### config.mk
export PLATFORM = sky130hd
export DESIGN_NAME = mux4_rr_scheduler
export DESIGN_NICKNAME = d
export VERILOG_FILES = /design/src/rtl/mux4_rr_scheduler.sv
export SDC_FILE = /design/constraint.sdc
export NUM_CORES = 1
export LEC_CHECK = 0
export CORE_AREA = 8 8 60 62
export CTS_CLUSTER_DIAMETER = 80
export DETAILED_ROUTE_END_ITERATION = 10
export DIE_AREA = 0 0 68 70
export PLACE_DENSITY = 0.7
export SYNTH_ARGS = -nofsm -noshare
export SYNTH_HDL_FRONTEND = slang
export SYNTH_SLANG_ARGS = --single-unit
### constraint.sdc
create_clock -name clk -period 1.3 [get_ports clk]
set_input_delay 0.195 -clock clk [delete_from_list [all_inputs] [get_ports clk]]
set_output_delay 0.195 -clock clk [all_outputs]
set_load 0.02 [all_outputs]
### src/rtl/mux4_rr_scheduler.sv
// Round-robin control stage around a 4:1 mux: grants one requester, lets the mux
// settle for a cycle, captures its output and hands it downstream on valid/ready.
module mux4_rr_scheduler #(
  parameter int unsigned WIDTH = 4,
  parameter int unsigned CNT_W = 8
) (
  input  logic             clk,
  input  logic             rst,
  input  logic [3:0]       req,
  input  logic [WIDTH-1:0] mux_out,
  input  logic             out_ready,
  output logic [1:0]       sel,
  output logic [3:0]       ack,
  output logic [WIDTH-1:0] out_data,
  output logic             out_valid,
  output logic             busy,
  output logic [CNT_W-1:0] xfer_cnt
);

  localparam int unsigned NCH   = 4;
  localparam int unsigned SEL_W = 2;

  typedef enum logic [1:0] {
    IDLE   = 2'd0,
    SETTLE = 2'd1,
    HOLD   = 2'd2
  } state_t;

  state_t             state_q, state_d;
  logic [SEL_W-1:0]   sel_q, sel_d;
  logic [SEL_W-1:0]   ptr_q, ptr_d;
  logic [NCH-1:0]     ack_q, ack_d;
  logic [WIDTH-1:0]   out_data_q, out_data_d;
  logic               out_valid_q, out_valid_d;
  logic               busy_q, busy_d;
  logic [CNT_W-1:0]   xfer_cnt_q, xfer_cnt_d;

  logic [SEL_W-1:0]   win_idx;
  logic [SEL_W-1:0]   cand;
  logic               win_found;

  // First requester found scanning upward from the round-robin pointer.
  always_comb begin
    win_idx   = '0;
    win_found = 1'b0;
    cand      = '0;
    for (int unsigned k = 0; k < NCH; k++) begin
      cand = ptr_q + SEL_W'(k);
      if (!win_found && req[cand]) begin
        win_found = 1'b1;
        win_idx   = cand;
      end
    end
  end

  always_comb begin
    state_d     = state_q;
    sel_d       = sel_q;
    ptr_d       = ptr_q;
    ack_d       = '0;
    out_data_d  = out_data_q;
    out_valid_d = out_valid_q;
    xfer_cnt_d  = xfer_cnt_q;

    case (state_q)
      IDLE: begin
        if (win_found) begin
          sel_d   = win_idx;
          state_d = SETTLE;
        end
      end
      SETTLE: begin
        // Capture regardless of whether the winner still requests.
        out_data_d  = mux_out;
        out_valid_d = 1'b1;
        ack_d       = NCH'(1) << sel_q;
        ptr_d       = sel_q + SEL_W'(1);
        state_d     = HOLD;
      end
      HOLD: begin
        if (out_valid_q && out_ready) begin
          out_valid_d = 1'b0;
          xfer_cnt_d  = xfer_cnt_q + CNT_W'(1);
          state_d     = IDLE;
        end
      end
      default: begin
        state_d = IDLE;
      end
    endcase

    busy_d = (state_d != IDLE);
  end

  always_ff @(posedge clk) begin
    if (rst) begin
      state_q     <= IDLE;
      sel_q       <= '0;
      ptr_q       <= '0;
      ack_q       <= '0;
      out_data_q  <= '0;
      out_valid_q <= 1'b0;
      busy_q      <= 1'b0;
      xfer_cnt_q  <= '0;
    end else begin
      state_q     <= state_d;
      sel_q       <= sel_d;
      ptr_q       <= ptr_d;
      ack_q       <= ack_d;
      out_data_q  <= out_data_d;
      out_valid_q <= out_valid_d;
      busy_q      <= busy_d;
      xfer_cnt_q  <= xfer_cnt_d;
    end
  end

  assign sel       = sel_q;
  assign ack       = ack_q;
  assign out_data  = out_data_q;
  assign out_valid = out_valid_q;
  assign busy      = busy_q;
  assign xfer_cnt  = xfer_cnt_q;

endmodule

# After elaboration in Yosys (flattened, before gate mapping)
# Index checks and enable logic that the tools add are counted.
# word_totals
memories	0
latch_bits	0
regBits	24
mem_bits_ro	0
ram_bits	0
in_bits	11
word_cells	57
# classes
shifts	1
n_mul	0
n_bitwise	1
reduce_logical	14
add_sub_neg	5
div	0
n_mux	21
n_eq_ne	3
n_lt_le_gt_ge	4
# op_table
operator	n
2-bit by 3-bit less-than comparator with 1-bit output (second input constant)	4
2-bit 2-to-1 mux	6
1-bit 2-to-1 mux	9
8-bit by 1-bit adder with 8-bit output (second input constant)	1
1-bit binary-select mux with 2-bit select	4
2-bit case mux with 3 select lines	1
2-bit AND reduction	3
2-bit by 1-bit adder with 2-bit output (second input constant)	2
2-bit adder (second input constant)	2
1-bit logical AND	4
2-bit nonzero test	2
1-bit by 2-bit << shifter with 4-bit output (first input constant)	1
1-bit zero test	3
2-bit by 1-bit == test with 1-bit output (second input constant)	1
2-bit == test (second input constant)	1
2-bit zero test	1
2-bit != test (second input constant)	1
1-bit case mux with 2 select lines	1
2-bit OR reduction	1
1-bit inverter	1

# Depth between registers and ports, before layout
# logic_depth
depth_word	15
mapped_depth	5
ltp_nobuf	5

# Worst setup path before layout
# No wires, ideal clock.
# synth_timing
path_type	reg-to-reg
from	reg xfer_cnt_q[0], in the netlist xfer_cnt[0]
to	reg xfer_cnt_q[6], in the netlist xfer_cnt[6]
stages_incl_launch_ff	6
slack_ns	-0.029
period_less_slack_ns	1.329
arrival_time_ns	1.201
required_time_ns	1.172
path_buffers	0
cell_sequence	dfxtp_1 > ha_1 > nand2_1 > nor4_1 > xnor2_1 > nor2_1
# synth_via
elab_chain_len	1
# synth_lines
element	line_no	text
from (decl)	36	logic [CNT_W-1:0] xfer_cnt_q, xfer_cnt_d;
from (signal assigned)	113	xfer_cnt_q <= xfer_cnt_d;
8-bit by 1-bit adder with 8-bit output	83	xfer_cnt_d = xfer_cnt_q + CNT_W'(1);
# Every way passes these cells.
# A chain may end at the register's enable or synchronous reset.

# Worst setup path after layout
# layout_timing
from	reg xfer_cnt_q[1], in the netlist xfer_cnt[1]
to	out xfer_cnt[1]
# layout_lines
element	line_no	text
to (decl)	17	output logic [CNT_W-1:0] xfer_cnt
# No word-level cell between the ends.

==> impl_metrics.env <==
export IMPL_syn_cell_area_um2=1000
export IMPL_dieArea_um2=4760
export IMPL_synth_top_cell_by_area="dfxtp_1"
export IMPL_synth_edf_count=0
export IMPL_diodes=0
export IMPL_reg2reg_setup_slack_ns=0.07
export IMPL_ys_seq_area_frac=0.478
export IMPL_cts_root_buf="clkbuf_4"
export IMPL_fin_skew_ns=0.00636
export IMPL_cp_arrival_ns=1.05
export IMPL_drt_iter0_markers=26
export IMPL_die_width_um=68
export IMPL_hp_class="input port to flip-flop"
export IMPL_endpoint_kind="primary output"
export IMPL_grt_usage=0.104
export IMPL_worstSetupPathType="flip-flop to primary output"
export IMPL_power_density_nw_per_um2=1020
export IMPL_dpl_cell_count=188
export IMPL_start_util=0.377
export IMPL_min_path_cells=3
export IMPL_dr_pass1_iters=4
export IMPL_hp_start="mux_out[0]"
export IMPL_cts_sinks=24
export IMPL_place_port_buffers=30
export IMPL_post_dp_hpwl_um=2030
export IMPL_yosys_cell_count_top_type="dfxtp_1"
export IMPL_synthTopCellsByArea="dfxtp_1 48%, nor2_1 7.1%, nand2_1 6.4%"
export IMPL_max_cap_violations=0
export IMPL_hold_viol=0
export IMPL_clk_path_buf_depth=2
export IMPL_nFillCells=271
export IMPL_coreArea_um2=2660
export IMPL_ys_types=30
export IMPL_wl_per_cell_um=13.1
export IMPL_startpoint_type="flip-flop"
export IMPL_reg2regPathDepth=4
export IMPL_layout_min_cycle_time_ns=1.24
export IMPL_ir_worst_vdd_mv=0.605
export IMPL_critPathMaxFanout=6
export IMPL_crit_slowest_cell="dfxtp_2"
export IMPL_synth_seq_cells=24
export IMPL_cp_required_ns=1.11
export IMPL_multi_input_area_um2=509
export IMPL_grt_max_degree=13
export IMPL_layout_cells_non_filler=191
export IMPL_setup_tns_ns=0
export IMPL_synth_ff_type="dfxtp_1"
export IMPL_place_gp_congestion=0.770
export IMPL_worstReg2RegStart="state_q[0]"
export IMPL_crit_family="flip-flops"
export IMPL_rsz0062_at_grt="yes"
export IMPL_syn_nets=128
export IMPL_yosys_warnings=0
export IMPL_antenna_left=0
export IMPL_drv_slew=0
export IMPL_synth_common_cells="24 x dfxtp_1, 19 x nor2_1, 17 x nand2_1"
export IMPL_fin_crit_sh=0.956
export IMPL_finalSetupViolations=0
export IMPL_path_cells="dlygate4sd2_1"
export IMPL_clk_transition_reported_paths_ns=0.12
export IMPL_slew_headroom=0.808
export IMPL_htree_num_levels=1
export IMPL_drc_errors=0
export IMPL_drive_above_1_share=0.188
export IMPL_clk_latency_ns=0.31
export IMPL_rows=19
export IMPL_finalNetCount=174
export IMPL_antenna_found_initial=0
export IMPL_clock_fmax_mhz=805
export IMPL_reg2reg_to="xfer_cnt[7]"
export IMPL_finalWirelength_um=2500
export IMPL_synth_top_area_frac=0.478
export IMPL_grt_pass1_wl_um=3930
export IMPL_timing_critical_path_buf_inv=1
export IMPL_grt_ovfl_total=0
export IMPL_critPathMaxStageDelay_ns=0.39
export IMPL_cts_tree="built"
export IMPL_vias=957
export IMPL_grt_pass1_vias=932
export IMPL_status="finished, final reports clean"
export IMPL_tightest_slew_ns=0.287
export IMPL_die_y_um=70
export IMPL_final_util=0.551
export IMPL_cts_buffers=3
export IMPL_areaGrowthSynthToFinish_pct=46.1
export IMPL_postCtsSetupRepairBufs=0
export IMPL_synthCells=116
export IMPL_pin_count=31
export IMPL_p_leak_nw=0.667
export IMPL_vias_per_cell=5.01
export IMPL_whs_endpoint="out_data[0]"
export IMPL_seqCellArea_um2=485
export IMPL_async_flop_share=0
export IMPL_p_total_mw=1.50
export IMPL_syn_area_per_cell_um2=8.66
-- how the worst max path moves through the flow --
stage | start | end | slack (ns) | cells past startpoint
floorplan | out_valid | xfer_cnt[5] | 0.005 | 4
global placement | req[2] | sel[1] | -0.25 | 6
detailed placement | req[3] | sel[1] | -0.28 | 5
CTS | xfer_cnt[3] | xfer_cnt[3] | 0.003 | 1
global route | state_q[0] | xfer_cnt[5] | -0.003 | 4
finish | xfer_cnt[1] | xfer_cnt[1] | 0.06 | 1
-- report_power, final --
part	switching, mW	internal (mW)	total, mW
sequential	0.0446	0.787	0.832
combinational	0.179	0.178	0.356
clock	0.208	0.108	0.316
-- layout make-up --
class,instances,area share
multi-input combinational,83,0.347
sequential,24,0.331
timing repair buffer,46,0.270
tap,31,0.0264
clock buffer,3,0.0153
inverter,4,0.0102
-- metal layers --
| layer | wire length [um] | part of all wire | global-route usage |
|---|---|---|---|
| met1 | 1050 | 0.42 | 0.107 |
| met2 | 1300 | 0.52 | 0.184 |
| met3 | 110 | 0.044 | 0.0175 |
| met4 | 34 | 0.014 | 0.0615 |
| met5 | 0 | 0 | 0 |
-- layout by cell type (no fill, tap or decap), drive strengths merged, types with 4 or more instances in the layout --
cell / Yosys / layout
a21oi: 9 / 9
xnor2: 6 / 6
dlygate4sd2: 0 / 16
inv: 4 / 4
dfxtp: 24 / 24
nor2: 19 / 19
buf: 1 / 16
nand2: 17 / 17
clkdlybuf4s50: 0 / 10
clkbuf: 4 / 4
nor4: 4 / 4
-- stage by stage --
stage               hold WS (ns)  worst slack [ns]  cell area (um^2)
finish                     0.424            0.0572              1470
global route               0.427          -0.00277              1470
floorplan                  0.279           0.00505              1010
global placement           0.441            -0.246              1450
CTS                        0.416           0.00294              1450
detailed placement         0.460            -0.282              1450
-- timing repair --
item / CTS / global route
gates cloned: 0 / 0
resized for setup: 23 / 9
hold buffers: 0 / 0
endpoints found under the setup margin: 22 / 9
-- logic make-up (layout without fill, tap and decap cells) --
kind of cell             after synthesis  count (layout)  synth area share
AND/OR/NAND/NOR                       53              53             0.272
adder cells (fa/ha/maj)                1               1            0.0125
buffers and inverters                  9              53            0.0349
XOR/XNOR                               8               8            0.0697
AO/OA/AOI/OAI                         21              21             0.133
flip-flops                            24              24             0.478
-- registers in the layout, indices dropped and copies added (netlist names) --
signal     flops
xfer_cnt       8
ack            4
out_data       4
ptr_q          2
sel            2
state_q        2
busy           1
out_valid      1
No activity file was read; power rests on OpenSTA's default activity.
